### src/rtl/pc_sequencer_if.sv
// Signal bundle between the program-counter sequencer and the datapath around it:
// the external pc register, the instruction register and the decode/execute stage.
interface pc_sequencer_if #(
  parameter int BITS = 8
);
  logic [BITS-1:0] pc;
  logic            stall;
  logic            halt;
  logic            jump;
  logic            jump_abs;
  logic [BITS-1:0] target;
  logic [BITS-1:0] next_pc;
  logic            ir_we;
  logic            exec_en;
  logic            halted;
  logic            wrap;
  logic [BITS-1:0] retired;

  modport master (
    output pc, stall, halt, jump, jump_abs, target,
    input  next_pc, ir_we, exec_en, halted, wrap, retired
  );

  modport slave (
    input  pc, stall, halt, jump, jump_abs, target,
    output next_pc, ir_we, exec_en, halted, wrap, retired
  );
endinterface

### src/rtl/pc_sequencer.sv
// Reset/fetch/execute/halt controller that drives next_pc of a free-running pc
// register, resolves increments, absolute jumps and relative branches, and counts retirements.
module pc_sequencer #(
  parameter int              BITS     = 8,
  parameter logic [BITS-1:0] RESET_PC = {BITS{1'b0}}
) (
  input  logic         clk,
  input  logic         rst,
  pc_sequencer_if.slave bus
);

  typedef enum logic [1:0] {
    ST_RESET = 2'd0,
    ST_FETCH = 2'd1,
    ST_EXEC  = 2'd2,
    ST_HALT  = 2'd3
  } state_t;

  localparam logic [BITS-1:0] ONE = {{(BITS-1){1'b0}}, 1'b1};

  state_t          r_state;
  state_t          w_state_nxt;
  logic [BITS-1:0] r_retired;
  logic [BITS-1:0] w_next_pc;
  logic [BITS-1:0] w_pc_inc;
  logic [BITS-1:0] w_pc_rel;
  logic            w_retire;
  logic            w_ir_we;
  logic            w_exec_en;
  logic            w_halted;
  logic            w_wrap;

  // Both sums wrap silently at 2^BITS; the offset is two's complement so plain addition suffices.
  assign w_pc_inc = bus.pc + ONE;
  assign w_pc_rel = bus.pc + bus.target;

  // Next-state, next-pc and per-state strobes, all combinational from state and inputs.
  always_comb begin
    w_state_nxt = r_state;
    w_next_pc   = bus.pc;
    w_retire    = 1'b0;
    w_ir_we     = 1'b0;
    w_exec_en   = 1'b0;
    w_halted    = 1'b0;
    w_wrap      = 1'b0;
    case (r_state)
      ST_RESET: begin
        w_next_pc   = RESET_PC;
        w_state_nxt = ST_FETCH;
      end
      ST_FETCH: begin
        w_ir_we = 1'b1;
        if (bus.stall) begin
          w_state_nxt = ST_FETCH;
        end else begin
          w_state_nxt = ST_EXEC;
        end
      end
      ST_EXEC: begin
        w_exec_en = 1'b1;
        if (bus.stall) begin
          w_state_nxt = ST_EXEC;
        end else if (bus.halt) begin
          w_state_nxt = ST_HALT;
          w_retire    = 1'b1;
        end else if (bus.jump) begin
          w_state_nxt = ST_FETCH;
          w_retire    = 1'b1;
          if (bus.jump_abs) begin
            w_next_pc = bus.target;
          end else begin
            w_next_pc = w_pc_rel;
          end
        end else begin
          w_state_nxt = ST_FETCH;
          w_retire    = 1'b1;
          w_next_pc   = w_pc_inc;
          w_wrap      = &bus.pc;
        end
      end
      ST_HALT: begin
        w_halted    = 1'b1;
        w_state_nxt = ST_HALT;
      end
      default: begin
        w_next_pc   = RESET_PC;
        w_state_nxt = ST_RESET;
      end
    endcase
  end

  // State register and retired-instruction counter, cleared asynchronously by rst.
  always_ff @(posedge clk or posedge rst) begin
    if (rst) begin
      r_state   <= ST_RESET;
      r_retired <= {BITS{1'b0}};
    end else begin
      r_state <= w_state_nxt;
      if (w_retire) begin
        r_retired <= r_retired + ONE;
      end
    end
  end

  assign bus.next_pc = w_next_pc;
  assign bus.ir_we   = w_ir_we;
  assign bus.exec_en = w_exec_en;
  assign bus.halted  = w_halted;
  assign bus.wrap    = w_wrap;
  assign bus.retired = r_retired;

endmodule

### src/flat_wrapper.sv
// flat-port wrapper written by rule: the top's interface ports become plain ports
module pc_sequencer_flat 
#(
  parameter int              BITS     = 8,
  parameter logic [BITS-1:0] RESET_PC = {BITS{1'b0}}
)
  (clk, rst, bus_pc, bus_stall, bus_halt, bus_jump, bus_jump_abs, bus_target, bus_next_pc, bus_ir_we, bus_exec_en, bus_halted, bus_wrap, bus_retired);
  pc_sequencer_if #(.BITS(BITS)) bus_i ();
  input  logic clk;
  input  logic rst;
  input wire logic [$bits(bus_i.pc)-1:0] bus_pc;
  input wire logic [$bits(bus_i.stall)-1:0] bus_stall;
  input wire logic [$bits(bus_i.halt)-1:0] bus_halt;
  input wire logic [$bits(bus_i.jump)-1:0] bus_jump;
  input wire logic [$bits(bus_i.jump_abs)-1:0] bus_jump_abs;
  input wire logic [$bits(bus_i.target)-1:0] bus_target;
  output wire logic [$bits(bus_i.next_pc)-1:0] bus_next_pc;
  output wire logic [$bits(bus_i.ir_we)-1:0] bus_ir_we;
  output wire logic [$bits(bus_i.exec_en)-1:0] bus_exec_en;
  output wire logic [$bits(bus_i.halted)-1:0] bus_halted;
  output wire logic [$bits(bus_i.wrap)-1:0] bus_wrap;
  output wire logic [$bits(bus_i.retired)-1:0] bus_retired;
  assign bus_i.pc = bus_pc;
  assign bus_i.stall = bus_stall;
  assign bus_i.halt = bus_halt;
  assign bus_i.jump = bus_jump;
  assign bus_i.jump_abs = bus_jump_abs;
  assign bus_i.target = bus_target;
  assign bus_next_pc = bus_i.next_pc;
  assign bus_ir_we = bus_i.ir_we;
  assign bus_exec_en = bus_i.exec_en;
  assign bus_halted = bus_i.halted;
  assign bus_wrap = bus_i.wrap;
  assign bus_retired = bus_i.retired;
  pc_sequencer #(.BITS(BITS), .RESET_PC(RESET_PC)) u_core (.clk(clk), .rst(rst), .bus(bus_i));
endmodule
### config.mk
export PLATFORM = sky130hd
export DESIGN_NAME = pc_sequencer_flat
export DESIGN_NICKNAME = d
export VERILOG_FILES = /design/src/rtl/pc_sequencer_if.sv /design/src/rtl/pc_sequencer.sv /design/src/flat_wrapper.sv
export SDC_FILE = /design/constraint.sdc
export NUM_CORES = 1
export LEC_CHECK = 0
export ABC_AREA = 1
export CAP_MARGIN = 20
export CORE_ASPECT_RATIO = 0.6
export CORE_MARGIN = 5
export CORE_UTILIZATION = 52
export CTS_CLUSTER_DIAMETER = 50
export DETAILED_ROUTE_END_ITERATION = 10
export DONT_BUFFER_PORTS = 1
export PLACE_DENSITY = 0.64
export SYNTH_ARGS = -nofsm -noshare
export SYNTH_HDL_FRONTEND = slang
export SYNTH_SLANG_ARGS = --single-unit
### constraint.sdc
create_clock -name clk -period 5.65 [get_ports clk]
set_input_delay 1.4125 -clock clk [delete_from_list [all_inputs] [get_ports clk]]
set_output_delay 1.4125 -clock clk [all_outputs]
set_load 0.03 [all_outputs]
==> results by group <==
STA
  – Slack of the critical path: 1.31 ns
  – Slew headroom: 34.4%
  – Layout Skew: 0.000816 ns
  – Setup_tns: 0 ns
  – Final hold vios: 0
  – Max Slew Vio Count: 0
  – Max Clock Freq: 0.230 GHz
  – Fin crit share: 76.8%
  – Min cycle time layout: 4.34 ns
  – Unrepaired setup endpoints after global routing: no
  – Hold slack: 0.680 ns
  – Worst Tran Pin Value: 0.973 ns
  – Setup violators final: 0

Finish
  – Fill count: 245
  – Post-route cell area: 1390 µm²
  – Area growth syn-to-layout: 5.73%
  – FF/Latch Area: 250 µm²
  – Final nets: 241
  – Number of diodes: 0
  – Area of the multi-input gates: 921 µm²
  – Share of cells above drive strength 1: 8.65%
  – Final Util: 56.5%

Clock tree
  – Clock sinks: 10
  – Num CTS Buffers: 3
  – Setup bufs post-CTS: 0
  – Clk_lat worst skew: 0.23 ns
  – Worst-case clock buffer depth: 2
  – TritonCTS clock tree: done
  – Max H-tree Level: 1
  – Worst-path clk slew: 0.05 ns
  – Clock root buffer: clkbuf_8
  – Cts hold-fix bufs: 0
  – Resized Gates After CTS: 0

Worst hold path
  – Hold depth: 1
  – Hold Crit Class: reg -> reg
  – Min-delay src: u_core.bus.retired[7]$_DFFE_PP0P_
  – Hold Crit Endpoint: u_core.bus.retired[7]$_DFFE_PP0P_

Synthesis
  – Most frequent cells after synthesis: nand2_1 (68), inv_1 (28), a21oi_1 (14), nand3_1 (14)
  – Yosys top cell area share: 19.5%
  – Sequential fraction of the synthesis area: 19.1%
  – Mapped Nets: 239
  – Post-synth EDFFs: 0
  – Synth Instances: 207
  – Top FF cell, synth: dfrtp_1
  – Yosys synthesis warning count: 0
  – Most frequent cell after synthesis: nand2_1
  – Flop and latch count out of synthesis: 10
  – Post-Syn Area: 1310 µm²
  – Yosys top cell by area: nand2_1
  – Largest cells by area after synthesis: nand2_1 (19%), dfrtp_1 (19%), ha_1 (8.6%), inv_1 (8.0%), a21oi_1 (5.3%)
  – Asr flop ratio synth: 100%
  – Yosys cell types: 33
  – Mean area per synthesized cell: 6.33 µm²

Die
  – Standard-cell rows: 14
  – Core area: 2450 µm²
  – Die Y: 48.9 µm
  – Die ar.: 3660 µm²
  – Chip width: 74.8 µm
  – Ports: 42
  – Initial core utilization: 53.5%

Global routing
  – Largest net degree at the start of global routing: 15
  – Total track usage: 17.9%
  – Initial antenna violation count: 0
  – Total grt overflow: 0
  – Vias in the first global route: 1,137
  – Global-route wire length before repair: 5350 µm

Pwr
  – Pwr per Cell Area: 280 nW/µm²
  – Leak Pwr: 0.760 nW
  – Peak supply drop: 181 µV

Place
  – Post-Place Cell Area: 1330 µm²
  – Pre-CTS setup slack: 1.29 ns
  – DPL Wire Length: 2690 µm
  – PortBufs: 0
  – Placer Congestion: 0.770

Setup path
  – Type of origin of the critical path: input port
  – Crit-path max FO: 2
  – CP endpoint kind: primary output
  – R2R Setup Slk: 4.01 ns
  – RR Startpoint: u_core.r_state[0]$_DFF_PP0_
  – CP Data Required Time: 4.24 ns
  – Worst path arrival time: 2.93 ns
  – Reg2reg end: u_core.bus.retired[7]$_DFFE_PP0P_
  – Crit Path Class: in -> out
  – R2R depth: 7

Drt
  – Routed vias: 1,266
  – Post-DRT Antenna Nets: 0
  – Detailed-route wire length: 3140 µm
  – Vias per Instance: 5.28
  – 1st-pass router iterations: 4
  – Drt wl/cell: 13.1 µm
  – First-iteration detailed-routing DRC count: 80
  – Post-route DRC: 0

Run
  – Maxcap violations: 0

Run status
  – Status: finished clean
[power breakdown]
group | internal [mW] | switching (mW)
registers | 0.0924 | 0.0685
clock network | 0.0613 | 0.0283
logic | 0.0473 | 0.0905
[layout by cell type (no fill, tap or decap), types with 3 or more instances in the layout]
master    netlist  layout
nand3_2         3       3
nand2_1        68      68
dfrtp_1        10      10
nor2_4          3       3
o21ai_0        13      13
xor2_1          6       6
inv_1          28      28
nor2_1         13      13
xnor2_1         3       3
nand3_1        14      14
ha_1            9       9
a21oi_1        14      14
clkbuf_8        0       4
[through the flow]
stage,power [mW],cells
2_1_floorplan,0.278,207
3_3_place_gp,0.297,236
3_5_place_dp,0.302,236
4_1_cts,0.394,240
5_1_grt,0.420,240
6_report,0.388,240
[how the worst max path moves through the flow]
stage                        from             end  slack, ns  depth (start not counted)
floorplan           bus_target[0]  bus_next_pc[2]       1.29                          8
global placement    bus_target[0]  bus_next_pc[4]       1.32                         13
detailed placement  bus_target[0]  bus_next_pc[4]       1.29                         13
CTS                 bus_target[0]  bus_next_pc[4]       1.29                         13
global route        bus_target[0]  bus_next_pc[4]       1.14                         13
finish              bus_target[0]  bus_next_pc[4]       1.31                         13
[worst max-delay path, cell delays in order]
cell	delay, ns
ha_1	0.14
inv_1	0.05
fa_1	0.36
inv_1	0.08
nand2_1	0.06
nand2_1	0.07
and2_1	0.14
nor2_1	0.04
o21ai_0	0.16
nand2_1	0.07
nand2_1	0.06
nand2_1	0.04
nand2_1	0.24
[cell families after synthesis]
kind of cell / share of synthesized area [%]
buffers and inverters: 10.7
adders and majority gates: 10.1
DFF: 19.1
muxes: 0.859
xor gates and xnor gates: 6.01
AOI/OAI and AO/OA: 13.3
and+or+nand+nor: 40.0
[metal layers]
metal	part of all wire [%]	track usage [%]
met2	38	23.6
met3	13	7.41
met1	49	27.6
met4	0.45	1.78
met5	0	0
[registers in the layout (all words and copies together), names as in the netlist]
signal / flops
u_core.r_state: 2
u_core.bus.retired: 8
[layout make-up]
cell class                      instances  share of cell area [%]
Multi-Input combinational cell        163                    66.4
Clock buffer                            4                    3.97
Inverter                               30                    8.12
Timing Repair Buffer                    1                   0.542
Tap cell                               32                    2.89
Sequential cell                        10                    18.1
Power figures use the tool's default switching activity.
==> RTL edit, RTL diff (same flow settings) <==
Re-encode `state_t` (4 states) as Gray code, 2 bits wide.
--- a/src/rtl/pc_sequencer.sv
+++ b/src/rtl/pc_sequencer.sv
@@ -10,10 +10,10 @@
 );
 
   typedef enum logic [1:0] {
-    ST_RESET = 2'd0,
-    ST_FETCH = 2'd1,
-    ST_EXEC  = 2'd2,
-    ST_HALT  = 2'd3
+    ST_RESET = 2'b00,
+    ST_FETCH = 2'b01,
+    ST_EXEC  = 2'b11,
+    ST_HALT  = 2'b10
   } state_t;
 
   localparam logic [BITS-1:0] ONE = {{(BITS-1){1'b0}}, 1'b1};
Check against the original RTL: no difference found for any inputs over 10 cycles, from zero or initial values and one cycle with rst high; not proved beyond that.
==> RTL edit against the original RTL <==
Critical endpoint unchanged. Die area decreased by 1.0%. Synthesized cell count increased by 0.97%. Final area decreased by 0.72%. Area after synthesis decreased by 1.2%. Sequential cell count unchanged. Wire length increased by 6.2%. Maximum frequency decreased by 1.2%. Worst setup slack got worse by 0.055 ns.
Power is not compared: it rests on default switching activity, and its combinational part moved more than twofold at a synthesized area within 25%.
==> RTL edit: results (changes against the original RTL) <==
Cells and area:
- The area share of buffers outside the clock network is 0.5455% (+0.0039 points).
- The number of filler instances in the final layout is 256 (+4.5%).
- The inverter count of the layout excluding clock inverters is 29 (-3.3%).
- The clock network area share is 4.000% (+0.029 points).
- The total number of multi-input combinational cells came to 167 (+2.5%).
- The number of clock buffers in the layout is 4 (unchanged).
- The share of final-layout standard cells stronger than drive strength 1 is 8.057% (-0.60 points).
- The area of the multi-input gates came to 914.6 µm² (-0.68%).
- The area growth from synthesis to layout is 6.280%.

Setup path:
- The flop-to-flop setup slack came to 3.87 ns (-0.14 ns).
- The worst reg-to-reg path cell count is 6 (-1).
- The arrival time of the worst setup path is 2.98 ns (+0.05 ns).
- Broken down by cell family, the worst path's largest delay share belongs to adder cells.
- The top fanout value on the critical path is 3 (+1).
- The highest cell delay on the worst timing path came to 0.41 ns (+0.05 ns).

Place:
- The number of placed instances with taps included is 239 (+1.3%).
- The final estimated routing congestion in global placement is 0.8519 (+11%).
- The placed wire-length estimate is 2793 µm (+3.8%).
- The setup slack after placement is 1.263 ns (-0.02697 ns).
- The area after detailed placement is 1321 µm² (-0.75%).

GRT:
- The number of global-route vias before repair is 1273 (+12%).
- The wire length of the first global-routing pass is 5589 µm (+4.5%).
- The overall fraction of global-route tracks in use is 19.02% (+1.1 points).

Min path:
- The source of the worst hold timing path is u_core.r_state[1].
- The hold path endpoint is u_core.r_state[0].
- The worst hold path stage count is 2 (+1).

Synth:
- Ranked by instance count, the synthesized netlist is headed by 72 x sky130_fd_sc_hd__nand2_1, 22 x sky130_fd_sc_hd__a21oi_1, 22 x sky130_fd_sc_hd__inv_1.
- The post-synthesis compound-gate area fraction is 12.95% (-0.32 points).
- The proportion of synthesized area in mux cells is 0% (-0.86 points).
- The area share of fa/ha/maj cells after synthesis is 14.11% (+4.0 points).
- The post-synthesis register bit count is 10 (unchanged).
- The number of distinct library cells after synthesis is 25 (-24%).
- The synthesized area per cell is 6.196 µm² (-2.2%).
- The sequential fraction of the synthesis area is 19.32% (+0.24 points).
- Sorting the synthesized cells by area gives the leading types as sky130_fd_sc_hd__nand2_1 21%, sky130_fd_sc_hd__dfrtp_1 19%, sky130_fd_sc_hd__ha_1 13%.
- The share of the synthesized netlist area taken by xor and xnor gates was 6.087% (+0.076 points).
- The number of nets in the synthesized netlist is 245 (+2.5%).

Drt:
- The via count normalized by instance count is 5.523 (+4.7%).
- The routed length per placed instance came to 13.73 µm (+4.9%).
- The violation count after the first detailed-route iteration came to 49 (-39%).
- The total iterations of the first detailed-routing run is 4 (unchanged).
- The final wirelength is 3337 µm (+6.2%).

Status:
- The flow ran to the end, and the final reports show no timing, DRC or antenna violations.

STA:
- The final hold slack is 0.5642 ns (-0.1154 ns).
- The tightest slew margin relative to the limit is 35.06% (+0.63 points).
- The post-route clock skew came to 0.004482 ns (+0.003666 ns).
RTL edit: changes by cell type in the layout (fill, tap and decap cells not counted), moves of 3 or more:
cell | unedited run | this run
sky130_fd_sc_hd__a21oi_1 | 14 | 22
sky130_fd_sc_hd__ha_1 | 9 | 13
sky130_fd_sc_hd__inv_1 | 28 | 22
sky130_fd_sc_hd__inv_2 | 1 | 7
sky130_fd_sc_hd__nand2_1 | 68 | 72
sky130_fd_sc_hd__nand3_1 | 14 | 19
sky130_fd_sc_hd__nor2_4 | 3 | 0
sky130_fd_sc_hd__o21ai_0 | 13 | 4
sky130_fd_sc_hd__o21ai_1 | 0 | 4
RTL edit: routing by layer:
layer  part of all wire [%]  vias up  track usage (%)  wire length (µm)
li1                       -      673                -                 -
met1                     47      611            28.13              1552
met2                     42       58            27.99              1392
met3                     12        0            5.579               393
met4                      0        0            2.071                 0
met5                      0        -                0                 0
RTL edit: where the power goes:
| part | switching, mW | internal (mW) |
|---|---|---|
| Clock | 0.0289 | 0.0613 |
| Sequential | 0.0755 | 0.0988 |
| Combinational | 0.230 | 0.0788 |
| Total | 0.335 | 0.239 |
RTL edit: tightest hold or removal path, stage by stage (launching register included):
cell	delay, ns
sky130_fd_sc_hd__dfrtp_1	0.38
sky130_fd_sc_hd__nand3_1	0.09
sky130_fd_sc_hd__nand2_1	0.06
RTL edit: how the worst max path moves through the flow:
stage / start / end / slack [ns] / cells past startpoint
after floorplan: bus_target[0] / bus_next_pc[4] / 1.40 / 11
after global placement: bus_target[0] / bus_next_pc[4] / 1.28 / 11
after detailed placement: bus_target[0] / bus_next_pc[4] / 1.26 / 11
after CTS: bus_target[0] / bus_next_pc[4] / 1.26 / 11
after global routing: bus_halt / bus_next_pc[4] / 1.11 / 7
final: bus_target[0] / bus_next_pc[4] / 1.26 / 11
